===== src/rtl/key_conditioner.sv =====
// Pushbutton conditioner: synchronises, debounces and strobes each active-low DE2 KEY.
// Each key has its own debounce/hold FSM, so simultaneous presses never interact.
module key_conditioner #(
    parameter int NUM_KEYS        = 4,
    parameter int DEBOUNCE_CYCLES = 1000000,
    parameter int HOLD_CYCLES     = 50000000
) (
    input  logic                CLOCK_50,
    input  logic                RESET_N,
    input  logic [NUM_KEYS-1:0] KEY,
    output logic [NUM_KEYS-1:0] key_level,
    output logic [NUM_KEYS-1:0] key_press,
    output logic [NUM_KEYS-1:0] key_release,
    output logic [NUM_KEYS-1:0] key_hold
);

    localparam int DW = $clog2(DEBOUNCE_CYCLES);
    localparam int HW = $clog2(HOLD_CYCLES + 1);
    localparam logic [DW-1:0] DCNT_LAST = DW'(DEBOUNCE_CYCLES - 1);
    localparam logic [HW-1:0] HCNT_FIRE = HW'(HOLD_CYCLES - 1);
    localparam logic [HW-1:0] HCNT_MAX  = HW'(HOLD_CYCLES);

    typedef enum logic [1:0] {
        IDLE,
        PRESS_WAIT,
        PRESSED,
        RELEASE_WAIT
    } state_t;

    logic [NUM_KEYS-1:0] r_sync1;
    logic [NUM_KEYS-1:0] r_sync2;
    logic [NUM_KEYS-1:0] w_pressed;

    // Sync flops reset to "released" so a key held through reset looks like a fresh press.
    always_ff @(posedge CLOCK_50 or negedge RESET_N) begin
        if (!RESET_N) begin
            r_sync1 <= '1;
            r_sync2 <= '1;
        end else begin
            r_sync1 <= KEY;
            r_sync2 <= r_sync1;
        end
    end

    assign w_pressed = ~r_sync2;

    for (genvar g = 0; g < NUM_KEYS; g++) begin : g_key
        state_t          r_state,   w_state_nxt;
        logic [DW-1:0]   r_dcnt,    w_dcnt_nxt;
        logic [HW-1:0]   r_hcnt,    w_hcnt_nxt;
        logic            r_level,   w_level_nxt;
        logic            r_press,   w_press_nxt;
        logic            r_release, w_release_nxt;
        logic            r_hold,    w_hold_nxt;

        always_comb begin
            w_state_nxt   = r_state;
            w_dcnt_nxt    = r_dcnt;
            w_hcnt_nxt    = r_hcnt;
            w_level_nxt   = r_level;
            w_press_nxt   = 1'b0;
            w_release_nxt = 1'b0;
            w_hold_nxt    = 1'b0;
            case (r_state)
                IDLE: begin
                    if (w_pressed[g]) begin
                        w_state_nxt = PRESS_WAIT;
                        w_dcnt_nxt  = DW'(1);
                    end
                end
                PRESS_WAIT: begin
                    if (!w_pressed[g]) begin
                        w_state_nxt = IDLE;
                        w_dcnt_nxt  = '0;
                    end else if (r_dcnt == DCNT_LAST) begin
                        w_state_nxt = PRESSED;
                        w_dcnt_nxt  = '0;
                        w_hcnt_nxt  = '0;
                        w_level_nxt = 1'b1;
                        w_press_nxt = 1'b1;
                    end else begin
                        w_dcnt_nxt = r_dcnt + DW'(1);
                    end
                end
                // Saturating at HCNT_MAX is what limits key_hold to one pulse per press.
                PRESSED: begin
                    if (!w_pressed[g]) begin
                        w_state_nxt = RELEASE_WAIT;
                        w_dcnt_nxt  = DW'(1);
                    end else if (r_hcnt == HCNT_FIRE) begin
                        w_hcnt_nxt = HCNT_MAX;
                        w_hold_nxt = 1'b1;
                    end else if (r_hcnt != HCNT_MAX) begin
                        w_hcnt_nxt = r_hcnt + HW'(1);
                    end
                end
                RELEASE_WAIT: begin
                    if (w_pressed[g]) begin
                        w_state_nxt = PRESSED;
                        w_dcnt_nxt  = '0;
                    end else if (r_dcnt == DCNT_LAST) begin
                        w_state_nxt   = IDLE;
                        w_dcnt_nxt    = '0;
                        w_hcnt_nxt    = '0;
                        w_level_nxt   = 1'b0;
                        w_release_nxt = 1'b1;
                    end else begin
                        w_dcnt_nxt = r_dcnt + DW'(1);
                    end
                end
                default: w_state_nxt = IDLE;
            endcase
        end

        always_ff @(posedge CLOCK_50 or negedge RESET_N) begin
            if (!RESET_N) begin
                r_state   <= IDLE;
                r_dcnt    <= '0;
                r_hcnt    <= '0;
                r_level   <= 1'b0;
                r_press   <= 1'b0;
                r_release <= 1'b0;
                r_hold    <= 1'b0;
            end else begin
                r_state   <= w_state_nxt;
                r_dcnt    <= w_dcnt_nxt;
                r_hcnt    <= w_hcnt_nxt;
                r_level   <= w_level_nxt;
                r_press   <= w_press_nxt;
                r_release <= w_release_nxt;
                r_hold    <= w_hold_nxt;
            end
        end

        assign key_level[g]   = r_level;
        assign key_press[g]   = r_press;
        assign key_release[g] = r_release;
        assign key_hold[g]    = r_hold;
    end

endmodule


===== config.mk =====
export PLATFORM = sky130hd
export DESIGN_NAME = key_conditioner
export DESIGN_NICKNAME = d
export VERILOG_FILES = /design/src/rtl/key_conditioner.sv
export SDC_FILE = /design/constraint.sdc
export NUM_CORES = 1
export LEC_CHECK = 0
export BUFFER_PORTS_ARGS = -buffer_cell sky130_fd_sc_hd__buf_2
export CORE_MARGIN = 3
export CORE_UTILIZATION = 40
export DETAILED_ROUTE_END_ITERATION = 10
export PLACE_DENSITY = 0.52
export SLEW_MARGIN = 20
export SYNTH_ARGS = -nofsm -noshare
export SYNTH_HDL_FRONTEND = slang
export SYNTH_SLANG_ARGS = --single-unit

===== constraint.sdc =====
create_clock -name CLOCK_50 -period 3.1 [get_ports CLOCK_50]
set_input_delay 0 -clock CLOCK_50 [delete_from_list [all_inputs] [get_ports CLOCK_50]]
set_output_delay 0 -clock CLOCK_50 [all_outputs]
set_load 0.005 [all_outputs]

==> flow_summary.toml, run 1 <==
[outcome]
status = "complete, no violations"

[job]
maxCapViolCount = 0

[setup_path]
end_kind = "flip-flop"
critPathArrivalTime_ns = 2.96
startpoint = "g_key[0].r_dcnt[0]"
worst_r2r_endpoint = "g_key[0].r_hcnt[9]"
regToRegSetupSlack_ns = 0.58
r2r-start = "g_key[0].r_dcnt[0]"
crit_type = "flip-flop to flip-flop"
start_kind = "flip-flop"
worst-path-max-fanout = 18
rr_worst_depth = 8
required_ns = 3.55

[timing]
setup_tns_ns = 0
drv_slew = 0
fin_skew_ns = 0.01315
slew_headroom = 0.3124
hold_violations = 0
min_period_over_period = 0.8126
period_needed_ns = 2.519
max_freq_ghz = 0.3970
tightest_slew_ns = 1.018
grt_setup_unrepaired = "false"
worst_slack_ns = 0.5808
setup_viol = 0

[cells_and_area]
drive_gt1_frac = 0.08983
final_util = 0.4648
finalNetCount = 1434
diodes = 0
syn_to_final_growth_pct = 12.98
mostFrequentLayoutCell = "dfrtp_1"
final_cells = 1820
mostFrequentLayoutCells = "dfrtp_1, o21ai_0, nand2_1"
nFillCells = 2882

[synthesis]
async_reset_ff_frac = 1.000
synth_area_mm2 = 0.01200
seq_area_frac_synth = 0.4513
synthCells = 1402
yosys_warnings = 0
ys_types = 70
avgSynthCellArea_um2 = 8.558
synth_edf_count = 0
yosys_register_bits = 216
ys.flop_type = "dfrtp_1"
synth.net_count = 1420

[clock_tree]
clk_pin_slew_ns = 0.06
tritoncts = "done"
postCtsSetupBuffers = 0
htreeDepth = 1
clock_sinks = 216
cts_buffer_depth = 3
cts_buffers = 27
cts-root-buf = "clkbuf_16"
clk_latency_ns = 0.53

[pwr]
vdd_drop_max_uv = 355.4
finalPower_uw = 6568
p_leak_uw = 0.005593
power_density_mw_per_mm2 = 484.5

[global_route]
grt_pass1_wl_um = 48910
grt_pass1_vias = 9692
gr-total-overflow = 0
grt_usage = 0.1794
grt_start_max_net_pins = 96
antenna_found_initial = 0

[detailed_routing]
ant_nets = 0
routed_via_density = 5.676
drt_iter0_drc = 625
wirelength_um = 28410
dr.pass1.iters = 5
vias = 10330
wl_per_cell_um = 15.61
drc = 0

[floorplanning]
die_h_um = 179.2
start_util = 0.4114
num_rows = 62
die_x_um = 179.2
core_area_mm2 = 0.02917
die_area_mm2 = 0.03211
ios = 22

[hold_path]
worst_hold_path_type = "primary input to asynchronous set/reset pin"

[place]
place.gp.congestion = 0.8029
dpl.cell_count = 1766
hpwl_um = 18720
pre_cts_slack_ns = 0.5869
numPortBuffers = 21
-- layer usage --
metal,vias to the layer above,wire length [µm],track usage,part of all wire
li1,5189,-,-,-
met2,135,12840,0.2879,0.45
met1,4979,14190,0.2611,0.50
met5,-,0,0,0
met4,0,470,0.03512,0.017
met3,28,900,0.02435,0.032
-- synth_stat cells (4+ instances only) --
cell type	number	area [µm²]
or2_2	6	37.54
inv_1	33	123.9
mux2i_1	4	40.04
o21a_1	11	82.58
nor2_1	130	488.0
nand3b_1	4	30.03
dfrtp_1	208	5205
o41ai_1	8	70.07
dfstp_2	8	210.2
o21ai_0	203	1016
nor4_1	17	106.4
xnor2_1	21	183.9
nor4b_1	11	96.34
nand2_1	151	566.8
clkbuf_1	53	198.9
a21o_1	4	30.03
and4_1	22	192.7
nand3_1	83	415.4
o31a_1	4	35.03
nor4bb_1	4	40.04
nor3_1	45	225.2
a21oi_1	59	295.3
o31ai_1	31	232.7
a22o_1	7	61.31
buf_4	16	120.1
or3_1	5	31.28
nand4_1	42	262.8
and3_1	44	275.3
nor2b_1	17	106.4
or4_1	5	37.54
and2_1	29	181.4
a311oi_1	8	70.07
a31oi_1	36	225.2
ha_1	12	150.1
-- kinds of logic after synthesis --
logic type / count (synthesis) / synth area share
compound gates: 403 / 0.2002
xor+xnor: 24 / 0.01752
fa+ha+maj: 12 / 0.01251
buf+inv: 107 / 0.03952
flops: 216 / 0.4513
mux: 5 / 0.004275
simple gates: 635 / 0.2747
-- per-stage QoR --
stage / hold slack [ns] / area (µm²)
floorplan: -0.2956 / 12000
global placement: 0.09076 / 12510
detailed placement: 0.09825 / 12510
CTS: 0.07167 / 13560
global route: 0.09474 / 13560
finish: 0.08608 / 13560
-- registers in the layout (all words and copies together) (netlist names), named ones only --
name             cells
g_key.r_level        4
g_key.r_hcnt       104
g_key.r_dcnt        80
g_key.r_release      4
r_sync2              4
g_key.r_hold         4
r_sync1              4
g_key.r_state        4
g_key.r_press        4
-- worst max-delay path, stage by stage (launching register included) --
cell	delay, ns
dfrtp_1	0.41
ha_1	0.21
and4_1	0.30
nand4_1	0.21
nor3_2	0.20
buf_4	0.17
o21a_1	0.55
o21ai_0	0.19
a31oi_1	0.20
-- worst max-delay path by stage --
| stage | end | depth (start not counted) |
|---|---|---|
| floorplan | g_key[1].r_hcnt[8] | 7 |
| global placement | g_key[3].r_hcnt[11] | 9 |
| detailed placement | g_key[3].r_hcnt[11] | 9 |
| CTS | g_key[3].r_hcnt[16] | 9 |
| global route | g_key[0].r_hcnt[9] | 8 |
| finish | g_key[0].r_hcnt[9] | 8 |
-- report_power, final --
part,switching [µW],internal (µW)
clock,1260,2240
sequential,31.6,2850
combinational,135,60.2
-- timing repair --
action	in CTS	in global routing
hold buffers	5	0
hold endpoints to repair	95	0
gates resized for setup	0	0
-- area by class of cell --
class | count | area [µm²] | area share
Multi-Input combinational cell | 1079 | 6115 | 0.4510
Sequential cell | 216 | 5415 | 0.3994
Clock buffer | 35 | 765.7 | 0.05648
Tap cell | 384 | 480.5 | 0.03544
Timing Repair Buffer | 59 | 425.4 | 0.03138
Clock inverter | 14 | 231.5 | 0.01707
Inverter | 33 | 123.9 | 0.009137
(Power assumes the default switching activity.)
==> run 2, diff against run 1 <==
clock period = 2.4 ns   (was 3.1 ns; I/O delays follow)
==> run 2 against run 1 <==
Final cell count grew 2.2%. Worst hold slack lost 0.035 ns. Count of clock-buffer cells in the layout grew 4. Sequential cell count is the same. Utilization grew 0.96 points. Clock skew shrank 0.0013 ns. Maximum frequency grew 9.7%. Global-route usage grew 0.62 points. Largest cell class unchanged. Sequential share of layout area shrank 0.81 points. Via count grew 2.2%. Combinational power grew 37%. Highest routed layer unchanged. Register-to-register slack lost 0.48 ns.
==> flow_summary.toml, run 2 (synthesis gave the netlist of run 1 again) <==
[detailed_routing]
wirelength_um = 29100
drt_iter0_drc = 644
drc = 0
wl_per_cell_um = 15.65
dr.pass1.iters = 5
ant_nets = 0
routed_via_density = 5.677
vias = 10560

[timing]
max_freq_ghz = 0.4355
period_needed_ns = 2.296
slew_headroom = 0.5016
grt_setup_unrepaired = "false"
fin_skew_ns = 0.01184
min_period_over_period = 0.9568
hold_violations = 0
setup_tns_ns = 0
setup_viol = 0
tightest_slew_ns = 0.7468
drv_slew = 0

[pwr]
p_leak_uw = 0.005787
vdd_drop_max_uv = 460.3
power_density_mw_per_mm2 = 577.9

[global_route]
antenna_found_initial = 0
grt_pass1_vias = 10090
grt_usage = 0.1856
gr-total-overflow = 0
grt_pass1_wl_um = 50480
grt_start_max_net_pins = 83

[clock_tree]
cts_buffer_depth = 3
clock_sinks = 216
cts-root-buf = "clkbuf_16"
htreeDepth = 1
tritoncts = "done"
postCtsSetupBuffers = 0
clk_latency_ns = 0.53
cts_buffers = 26
clk_pin_slew_ns = 0.06

[setup_path]
critPathArrivalTime_ns = 2.75
worst-path-max-fanout = 12
critPathBufInv = 0
required_ns = 2.85
end_kind = "flip-flop"
crit_chain = "or4b_4 > nor3_4 > o211ai_4 > and2_4 > or4b_1 > o21ai_1"
start_kind = "flip-flop"
crit_type = "flip-flop to flip-flop"
crit_slowest_cell = "or4b_4"
cp_slowest_stage_delay_ns = 0.55
crit_family = "simple AND/OR/NAND/NOR gates"
rr_worst_depth = 6
cp.depth = 6

[cells_and_area]
drive_gt1_frac = 0.1199
largest_reg_flops = 104
regMostFlops = "g_key.r_hcnt"
mostFrequentLayoutCells = "dfrtp_1, o21ai_0, nand2_1"
reg.largest.list = "g_key.r_hcnt x104, g_key.r_dcnt x80"
syn_to_final_growth_pct = 15.31
regArea_mm2 = 0.005415
design_area_mm2 = 0.01384
diodes = 0
mostFrequentLayoutCell = "dfrtp_1"
multi_input_area_mm2 = 0.006160
finalNetCount = 1474
nFillCells = 2858

[floorplanning]
num_rows = 62
die_h_um = 179.2
core_area_mm2 = 0.02917
die_x_um = 179.2
start_util = 0.4114
die_area_mm2 = 0.03211
ios = 22

[place]
numPortBuffers = 21
place.gp.congestion = 0.8257
hpwl_um = 19870
placed_area_mm2 = 0.01286

[hold_path]
worst_hold_path_type = "primary input to asynchronous set/reset pin"

[job]
maxCapViolCount = 0

[outcome]
status = "complete, no violations"
run 2: cell types whose count changed in the layout (fill, tap and decap cells not counted), moves of 3 or more:
| cell | change |
|---|---|
| buf_4 | +38 |
| nor2_1 | -7 |
| nor2_2 | +7 |
| bufinv_16 | -4 |
| buf_12 | +3 |
| clkbuf_1 | +3 |
run 2: path summary, 6_finish.rpt:
path	from	slack [ns]	end
max	g_key[1].r_dcnt[12]	0.10	g_key[1].r_hcnt[8]
min	RESET_N	0.05	g_key[0].r_hcnt[9]
max reg2reg	g_key[1].r_dcnt[12]	0.10	g_key[1].r_hcnt[8]
min reg2reg	r_sync1[1]	0.35	r_sync2[1]
max in group asynchronous	RESET_N	1.50	r_sync1[2]
min in group CLOCK_50	KEY[0]	0.12	r_sync1[0]
run 2: per-layer routing:
metal / track usage / share of wire / up-vias
met1: 0.2656 / 0.49 / 5106
li1: - / - / 5267
met5: 0 / 0 / -
met2: 0.3015 / 0.46 / 154
met3: 0.02499 / 0.032 / 33
met4: 0.03963 / 0.017 / 0
run 2: area by class of cell:
| class | count | area share |
|---|---|---|
| Tap cell | 384 | 0.03473 |
| Inverter | 33 | 0.008953 |
| Multi-Input combinational cell | 1079 | 0.4452 |
| Clock inverter | 9 | 0.006873 |
| Sequential cell | 216 | 0.3914 |
| Timing Repair Buffer | 100 | 0.05571 |
| Clock buffer | 39 | 0.05715 |
run 2: worst register-to-register path, stage by stage, from the launching register on:
cell and delay, ns:
dfrtp_1 0.40, or4b_4 0.55, nor3_4 0.27, o211ai_4 0.14
and2_4 0.23, or4b_1 0.51, o21ai_1 0.13
run 2: through the flow:
step | setup slack (ns) | total power, µW | util | cells | hold WS (ns)
after floorplan | 0.1673 | 3896 | - | 1402 | -0.2956
after global placement | 0.1444 | 4045 | 0.4407 | 1807 | 0.05419
after detailed placement | 0.1155 | 4051 | 0.4410 | 1807 | 0.05536
after CTS | 0.09970 | 8165 | 0.4731 | 1860 | 0.07894
after global routing | 0.001148 | 8352 | 0.4743 | 1860 | 0.1025
final | 0.1037 | 7996 | 0.4743 | 1860 | 0.05066
run 2: where the power goes:
| group | leakage, µW | internal, µW | switching (µW) |
|---|---|---|---|
| Combinational | 0.00237 | 87.5 | 179 |
| Sequential | 0.00297 | 3680 | 36.5 |
| Clock | 0.000445 | 2480 | 1530 |
run 2: repair_timing:
| item | CTS | global route |
|---|---|---|
| endpoints found under the setup margin | 0 | 27 |
| endpoints found under the hold margin | 196 | 0 |
| resized for setup | 0 | 9 |
| hold buffers | 5 | 0 |
